<file path="config.mk">
export PLATFORM = sky130hd
export DESIGN_NAME = dmem_arbiter
export DESIGN_NICKNAME = d
export VERILOG_FILES = /design/src/rtl/dmem_arbiter.sv
export SDC_FILE = /design/constraint.sdc
export NUM_CORES = 1
export LEC_CHECK = 0
export CORE_MARGIN = 2
export CORE_UTILIZATION = 43
export DETAILED_ROUTE_END_ITERATION = 10
export PLACE_DENSITY_LB_ADDON = 0.25
export SLEW_MARGIN = 30
export SYNTH_ARGS = -nofsm -noshare
export SYNTH_HDL_FRONTEND = slang
export SYNTH_SLANG_ARGS = --single-unit
</file>
<file path="constraint.sdc">
create_clock -name clk -period 3.2 [get_ports clk]
set_input_delay 0.64 -clock clk [delete_from_list [all_inputs] [get_ports clk]]
set_output_delay 0.64 -clock clk [all_outputs]
set_load 0.02 [all_outputs]
</file>
<file path="src/rtl/dmem_arbiter.sv">
// Data memory arbiter between the pipeline and the debug/loader port.
// One access in flight at a time; round-robin on ties; aborts after TIMEOUT wait cycles.
module dmem_arbiter #(
  parameter int unsigned TIMEOUT = 255
) (
  input  logic        clk,
  input  logic        reset,
  input  logic        p_req,
  input  logic        p_we,
  input  logic [31:0] p_addr,
  input  logic [31:0] p_wdata,
  input  logic [2:0]  p_xfer,
  input  logic        d_req,
  input  logic        d_we,
  input  logic [31:0] d_addr,
  input  logic [31:0] d_wdata,
  input  logic [2:0]  d_xfer,
  output logic        p_gnt,
  output logic        d_gnt,
  output logic        p_done,
  output logic        d_done,
  output logic        p_err,
  output logic        d_err,
  output logic [31:0] p_rdata,
  output logic [31:0] d_rdata,
  output logic        p_stall,
  output logic [31:0] mem_addr,
  output logic [31:0] mem_wdata,
  output logic [2:0]  mem_xfer,
  output logic        mem_we,
  output logic        mem_re,
  input  logic [31:0] mem_rdata,
  input  logic        mem_rdy
);

  typedef enum logic [1:0] {IDLE = 2'd0, BUSY_P = 2'd1, BUSY_D = 2'd2} state_t;

  localparam logic [7:0] CNT_LAST = 8'(TIMEOUT - 1);

  state_t      state_q;
  logic        last_d_q;
  logic [7:0]  cnt_q;
  logic        p_done_q, d_done_q, p_err_q, d_err_q;
  logic [31:0] p_rdata_q, d_rdata_q;
  logic [31:0] mem_addr_q, mem_wdata_q;
  logic [2:0]  mem_xfer_q;
  logic        mem_we_q, mem_re_q;
  logic        p_win_d, d_win_d, tmo_d;

  // last_d_q = 1 means debug was serviced last, so the pipeline wins the next tie
  assign p_win_d = (state_q == IDLE) & p_req & (~d_req | last_d_q);
  assign d_win_d = (state_q == IDLE) & d_req & (~p_req | ~last_d_q);
  assign tmo_d   = ~mem_rdy & (cnt_q == CNT_LAST);

  always_ff @(posedge clk) begin
    if (reset) begin
      state_q     <= IDLE;
      last_d_q    <= 1'b1;
      cnt_q       <= '0;
      p_done_q    <= 1'b0;
      d_done_q    <= 1'b0;
      p_err_q     <= 1'b0;
      d_err_q     <= 1'b0;
      p_rdata_q   <= '0;
      d_rdata_q   <= '0;
      mem_addr_q  <= '0;
      mem_wdata_q <= '0;
      mem_xfer_q  <= '0;
      mem_we_q    <= 1'b0;
      mem_re_q    <= 1'b0;
    end else begin
      p_done_q <= 1'b0;
      d_done_q <= 1'b0;
      p_err_q  <= 1'b0;
      d_err_q  <= 1'b0;
      unique case (state_q)
        IDLE: begin
          cnt_q <= '0;
          if (p_win_d) begin
            state_q     <= BUSY_P;
            mem_addr_q  <= p_addr;
            mem_wdata_q <= p_wdata;
            mem_xfer_q  <= p_xfer;
            mem_we_q    <= p_we;
            mem_re_q    <= ~p_we;
          end else if (d_win_d) begin
            state_q     <= BUSY_D;
            mem_addr_q  <= d_addr;
            mem_wdata_q <= d_wdata;
            mem_xfer_q  <= d_xfer;
            mem_we_q    <= d_we;
            mem_re_q    <= ~d_we;
          end
        end
        BUSY_P, BUSY_D: begin
          if (mem_rdy | tmo_d) begin
            state_q     <= IDLE;
            last_d_q    <= (state_q == BUSY_D);
            mem_addr_q  <= '0;
            mem_wdata_q <= '0;
            mem_xfer_q  <= '0;
            mem_we_q    <= 1'b0;
            mem_re_q    <= 1'b0;
            if (state_q == BUSY_D) begin
              d_done_q <= 1'b1;
              d_err_q  <= tmo_d;
              if (tmo_d)         d_rdata_q <= '0;
              else if (mem_re_q) d_rdata_q <= mem_rdata;
            end else begin
              p_done_q <= 1'b1;
              p_err_q  <= tmo_d;
              if (tmo_d)         p_rdata_q <= '0;
              else if (mem_re_q) p_rdata_q <= mem_rdata;
            end
          end else begin
            cnt_q <= cnt_q + 8'd1;
          end
        end
        default: state_q <= IDLE;
      endcase
    end
  end

  assign p_gnt     = p_win_d;
  assign d_gnt     = d_win_d;
  assign p_done    = p_done_q;
  assign d_done    = d_done_q;
  assign p_err     = p_err_q;
  assign d_err     = d_err_q;
  assign p_rdata   = p_rdata_q;
  assign d_rdata   = d_rdata_q;
  assign p_stall   = p_req & ~p_done_q;
  assign mem_addr  = mem_addr_q;
  assign mem_wdata = mem_wdata_q;
  assign mem_xfer  = mem_xfer_q;
  assign mem_we    = mem_we_q;
  assign mem_re    = mem_re_q;

endmodule

</file>
Yosys cells after proc, flatten, opt, wreduce, memory -nomap -nowiden
Index checks and enable logic that the tools add are counted.
{"block": "word_totals", "regBits": 148, "in_bits": 173, "word_cells": 81}
{"block": "op_classes", "add_sub_neg": 1, "eq_ne": 6, "muxes": 28, "n_bitwise": 19, "n_reduce_logical": 13}
{"op": "$mux W32", "count": 7}
{"op": "$pmux W32 S2", "count": 2}
{"op": "$pmux W8 S2", "count": 1}
{"op": "$not A1 Y1", "count": 10}
{"op": "$mux W3", "count": 3}
{"op": "$add A8 B1 Y8 const B", "count": 1}
{"op": "$eq A8 B8 Y1 const B", "count": 1}
{"op": "$mux W8", "count": 1}
{"op": "$reduce_and A4 Y1", "count": 2}
{"op": "$reduce_or A4 Y1", "count": 2}
{"op": "$mux W1", "count": 7}
{"op": "$and A1 B1 Y1", "count": 6}
{"op": "$mux W2", "count": 3}
{"op": "$pmux W3 S2", "count": 1}
{"op": "$reduce_and A2 Y1", "count": 3}
{"op": "$ne A2 B2 Y1 const B", "count": 2}
{"op": "$pmux W1 S2", "count": 2}
{"op": "$pmux W2 S2", "count": 1}
{"op": "$reduce_bool A2 Y1", "count": 2}
{"op": "$ne A3 B3 Y1 const B", "count": 1}
{"op": "$or A1 B1 Y1", "count": 3}
{"op": "$reduce_and A3 Y1", "count": 1}
{"op": "$reduce_or A3 Y1", "count": 1}
{"op": "$eq A2 B1 Y1 const B", "count": 1}
{"op": "3 further kinds", "count": 3}

Logic depth before layout (Yosys ltp)
{"block": "depth", "depth_word": 6, "depth_mapped": 9, "mapped_depth_nobuf": 6}

Worst setup path before layout
No wires, ideal clock.
{"block": "synth_timing", "path_type": "input to output", "startpoint": "input port d_req", "endpoint": "output port p_gnt", "t_arrival_ps": 1374, "required_ps": 2560, "slack_ps": 1186, "stages": 5, "n_path_buf": 2, "path_cell_list": "inv_1 o211ai_1 buf_2 buf_2 inv_1"}
{"block": "synth_via", "elab_chain_cells": 3}
{"element": "start: declaration", "line_no": "13", "text": "input logic d_req,"}
{"element": "$not A1 Y1", "line_no": "51", "text": "assign p_win_d = (state_q == IDLE) & p_req & (~d_req | last_d_q);"}
{"element": "$or A1 B1 Y1", "line_no": "51"}
{"element": "$and A1 B1 Y1", "line_no": "51"}
{"element": "end: declaration", "line_no": "18", "text": "output logic p_gnt,"}
No other way between the ends.

Final worst setup path
Ends and elaborated chain as after synthesis.

==> flow_metrics.env <==
export IMPL_outcome="finished, final reports clean"
export IMPL_place_congestion=0.8239
export IMPL_n_antenna_cell=0
export IMPL_layout_cells_non_filler=1039
export IMPL_initial_utilization=0.4389
export IMPL_path_cells="clkdlybuf4s50_1 > inv_1 > o211ai_1 > inv_1 > clkdlybuf4s50_1"
export IMPL_rsz0062_at_grt="no"
export IMPL_final_max_slew_viol_count=0
export IMPL_grtUsageTotal=0.2612
export IMPL_synth_edf_count=0
export IMPL_r2r_slack_ps=910
export IMPL_grt_max_degree=76
export IMPL_cts_tree="done"
export IMPL_synth_simple_area_share=0.03959
export IMPL_hold_path_class="reg2reg"
export IMPL_ios=313
export IMPL_synth_fp_nets=741
export IMPL_synth_compound_area_frac=0.2992
export IMPL_drv_cap=0
export IMPL_cts_made_buffers=17
export IMPL_drive_above_1_share=0.07567
export IMPL_min_period_ps=2920
export IMPL_clkTransAtPathRegs_ps=70
export IMPL_vdd_ir_drop_worst_v=0.0003320
export IMPL_synth_fa_ha_area_frac=0.01031
export IMPL_dr_pass1_iters=5
export IMPL_nFillCells=962
export IMPL_hold_violations=0
export IMPL_cts_buffer_depth=2
export IMPL_whs_ps=471.4
export IMPL_netlist_area_sq_um=6068
export IMPL_clk_latency_ps=420
export IMPL_arrival_ps=2280
export IMPL_die_x_um=122.8
export IMPL_slowest_delay_ps=630
export IMPL_syn_inst=563
export IMPL_synth_seq_cells=148
export IMPL_core_sq_um=13830
export IMPL_drt_antenna_violating_nets=0
export IMPL_wl_per_cell_um=19.43
export IMPL_synth_top_family_by_area="compound AO/OA/AOI/OAI gates"
export IMPL_ys_types=39
export IMPL_whs_path_depth=1
export IMPL_synth_flop_cell="dfxtp_1"
export IMPL_post_cts_buffers=0
export IMPL_clock_root_buffer="clkbuf_16"
export IMPL_seqCellArea_sq_um=2963
export IMPL_seqPwrFrac=0.375
export IMPL_worstRegToRegCells=7
export IMPL_vias=5846
export IMPL_relSlewSlack=0.4458
export IMPL_worst_setup_path_end_kind="primary output"
export IMPL_hold_path_startpoint="d_rdata[17]"
export IMPL_ctsHoldBuffers=0
export IMPL_period_share=0.9125
export IMPL_drt_initial_drc_count=350
export IMPL_remaining_drc_errors=0
export IMPL_dieArea_sq_um=15080
export IMPL_die_y_um=122.8
export IMPL_cp_max_fo=3
export IMPL_htreeDepth=4
export IMPL_grt_first_pass_wirelength_um=30470
export IMPL_num_nets_final=1024
export IMPL_rr_startpoint="state_q[1]"
export IMPL_synth_xor_xnor_area_share=0
export IMPL_vias_per_cell=5.627
export IMPL_r2r_end="mem_addr[9]"
export IMPL_hpwlAfterDp_um=14060
export IMPL_overflow=0
export IMPL_clkPwrFrac=0.349
export IMPL_synthArstFlopShare=0
export IMPL_syn_to_final_growth_pct=63.40
export IMPL_final_core_util=0.7171
export IMPL_path_class="in2out"
export IMPL_setup_tns_ps=0
export IMPL_internal_power_mw=3.861
export IMPL_post_cts_resized=0
export IMPL_numPortBuffers=312
export IMPL_tightest_slew_ps=831.3
export IMPL_yosys_warnings=0
export IMPL_cts_sinks=148
export IMPL_p_leak_nw=3.769
export IMPL_p_sw_frac=0.3182
export IMPL_holdPathEnd="d_rdata[17]"
export IMPL_combPwrFrac=0.276
export IMPL_placed_cells=1007
export IMPL_synthMuxAreaShare=0.1140
export IMPL_worstSetupStartpointType="input pin"
export IMPL_p_sw_mw=1.802
export IMPL_yosysSeqAreaShare=0.4882
export IMPL_finalSetupViolCount=0
export IMPL_grt_pass1_vias=5700
export IMPL_row_count=43
export IMPL_clock_skew_ps=8.100
export IMPL_critPathSlowestCell="clkdlybuf4s50_1"
export IMPL_syn_area_per_cell_sq_um=10.78
export IMPL_routed_wl_um=20180
export IMPL_antenna_found_initial=0
export IMPL_multi_input_area_sq_um=2844
export IMPL_crit_required_ps=2560
export IMPL_max_freq_mhz=342.5
export IMPL_powerDensity_nw_per_um2=571.1
[layout make-up]
cell class                 instances  area share
tap                              180     0.02271
sequential                       148      0.2988
clock inverter                    15     0.01666
multi-input combinational        347      0.2868
clock buffer                      17     0.04290
inverter                           8    0.003028
timing repair buffer             324      0.3291
[power groups by stage]
stage               Clock (mW)  Combinational [mW]  Sequential (mW)
finish                    1.98                1.57             2.12
global route              2.08                1.66             2.14
CTS                       2.00                1.57             2.12
detailed placement           0                1.57             2.16
global placement             0                1.54             2.15
floorplan                    0               0.607             2.36
[cells by family after synthesis]
kind of cell,count (synthesis)
simple gates,44
flops,148
mux,69
compound gates,229
buf+inv,68
fa+ha+maj,5
[synthesized netlist by cell type, drive strengths merged, types with 4 or more instances]
library cell / n / area share
a22o: 64 / 0.092
o21ai: 6 / 0.0049
ha: 5 / 0.010
nor2: 7 / 0.0043
o31ai: 70 / 0.095
mux2i: 68 / 0.11
a21oi: 11 / 0.0097
nand2: 6 / 0.0037
dfxtp: 148 / 0.49
inv: 8 / 0.0049
nand2b: 4 / 0.0041
buf: 23 / 0.021
o211ai: 71 / 0.088
clkbuf: 37 / 0.023
nand3: 7 / 0.0058
nand4: 4 / 0.0041
[state kept, by name, summed over array words and instances (netlist names)]
name	flops
last_d_q	1
mem_wdata	32
d_done	1
p_err	1
p_done	1
cnt_q	8
mem_re	1
mem_addr	32
p_rdata	32
state_q	2
d_err	1
d_rdata	32
mem_we	1
mem_xfer	3
[routing by layer]
metal / part of all wire / GRT usage / wire length (um)
met1: 0.38 / 0.2885 / 7569
met5: 0 / 0 / 0
met4: 0.026 / 0.1078 / 516
met2: 0.50 / 0.4517 / 10120
met3: 0.098 / 0.09526 / 1979
[layout by cell type, fill, tap and decap left out, types with 2 or more instances in the layout]
master / instances
nor3_1: 2
nand4_1: 4
clkdlybuf4s50_1: 312
inv_6: 5
nor2_1: 5
or4_1: 2
inv_1: 7
or2_2: 2
buf_12: 4
clkbuf_16: 17
nand2_1: 6
o31ai_1: 60
o211ai_1: 71
nor2b_1: 2
nand3_1: 7
inv_8: 3
clkinvlp_4: 2
and3_1: 2
o31ai_2: 10
ha_1: 5
a22o_1: 64
o21ai_0: 5
mux2i_1: 68
buf_4: 8
dfxtp_1: 148
nand2b_1: 4
a21oi_1: 9
clkinv_4: 3
or3_1: 2
nor2_2: 2
[metrics by stage]
| stage | instance area [sq um] | setup slack, ps | power (mW) |
|---|---|---|---|
| after floorplan | 6068 | 1186 | 2.962 |
| after detailed placement | 9325 | 296.4 | 3.723 |
| after global routing | 9916 | 242.0 | 5.874 |
| after CTS | 9916 | 285.6 | 5.698 |
| final | 9916 | 279.9 | 5.663 |
| after global placement | 9325 | 330.4 | 3.694 |
[worst max-delay path: cells and delay by family]
family / cells / cell delay, ps
buffers and inverters: 4 / 1290
AO/OA/AOI/OAI: 1 / 350
[worst max path at each step]
stage	start	to	slack (ps)
5_1_grt	d_req	p_gnt	240
3_3_place_gp	d_req	p_gnt	330
2_1_floorplan	d_req	p_gnt	1190
4_1_cts	d_req	p_gnt	290
3_5_place_dp	d_req	p_gnt	300
6_report	d_req	p_gnt	280
Power figures use the tool's default switching activity.
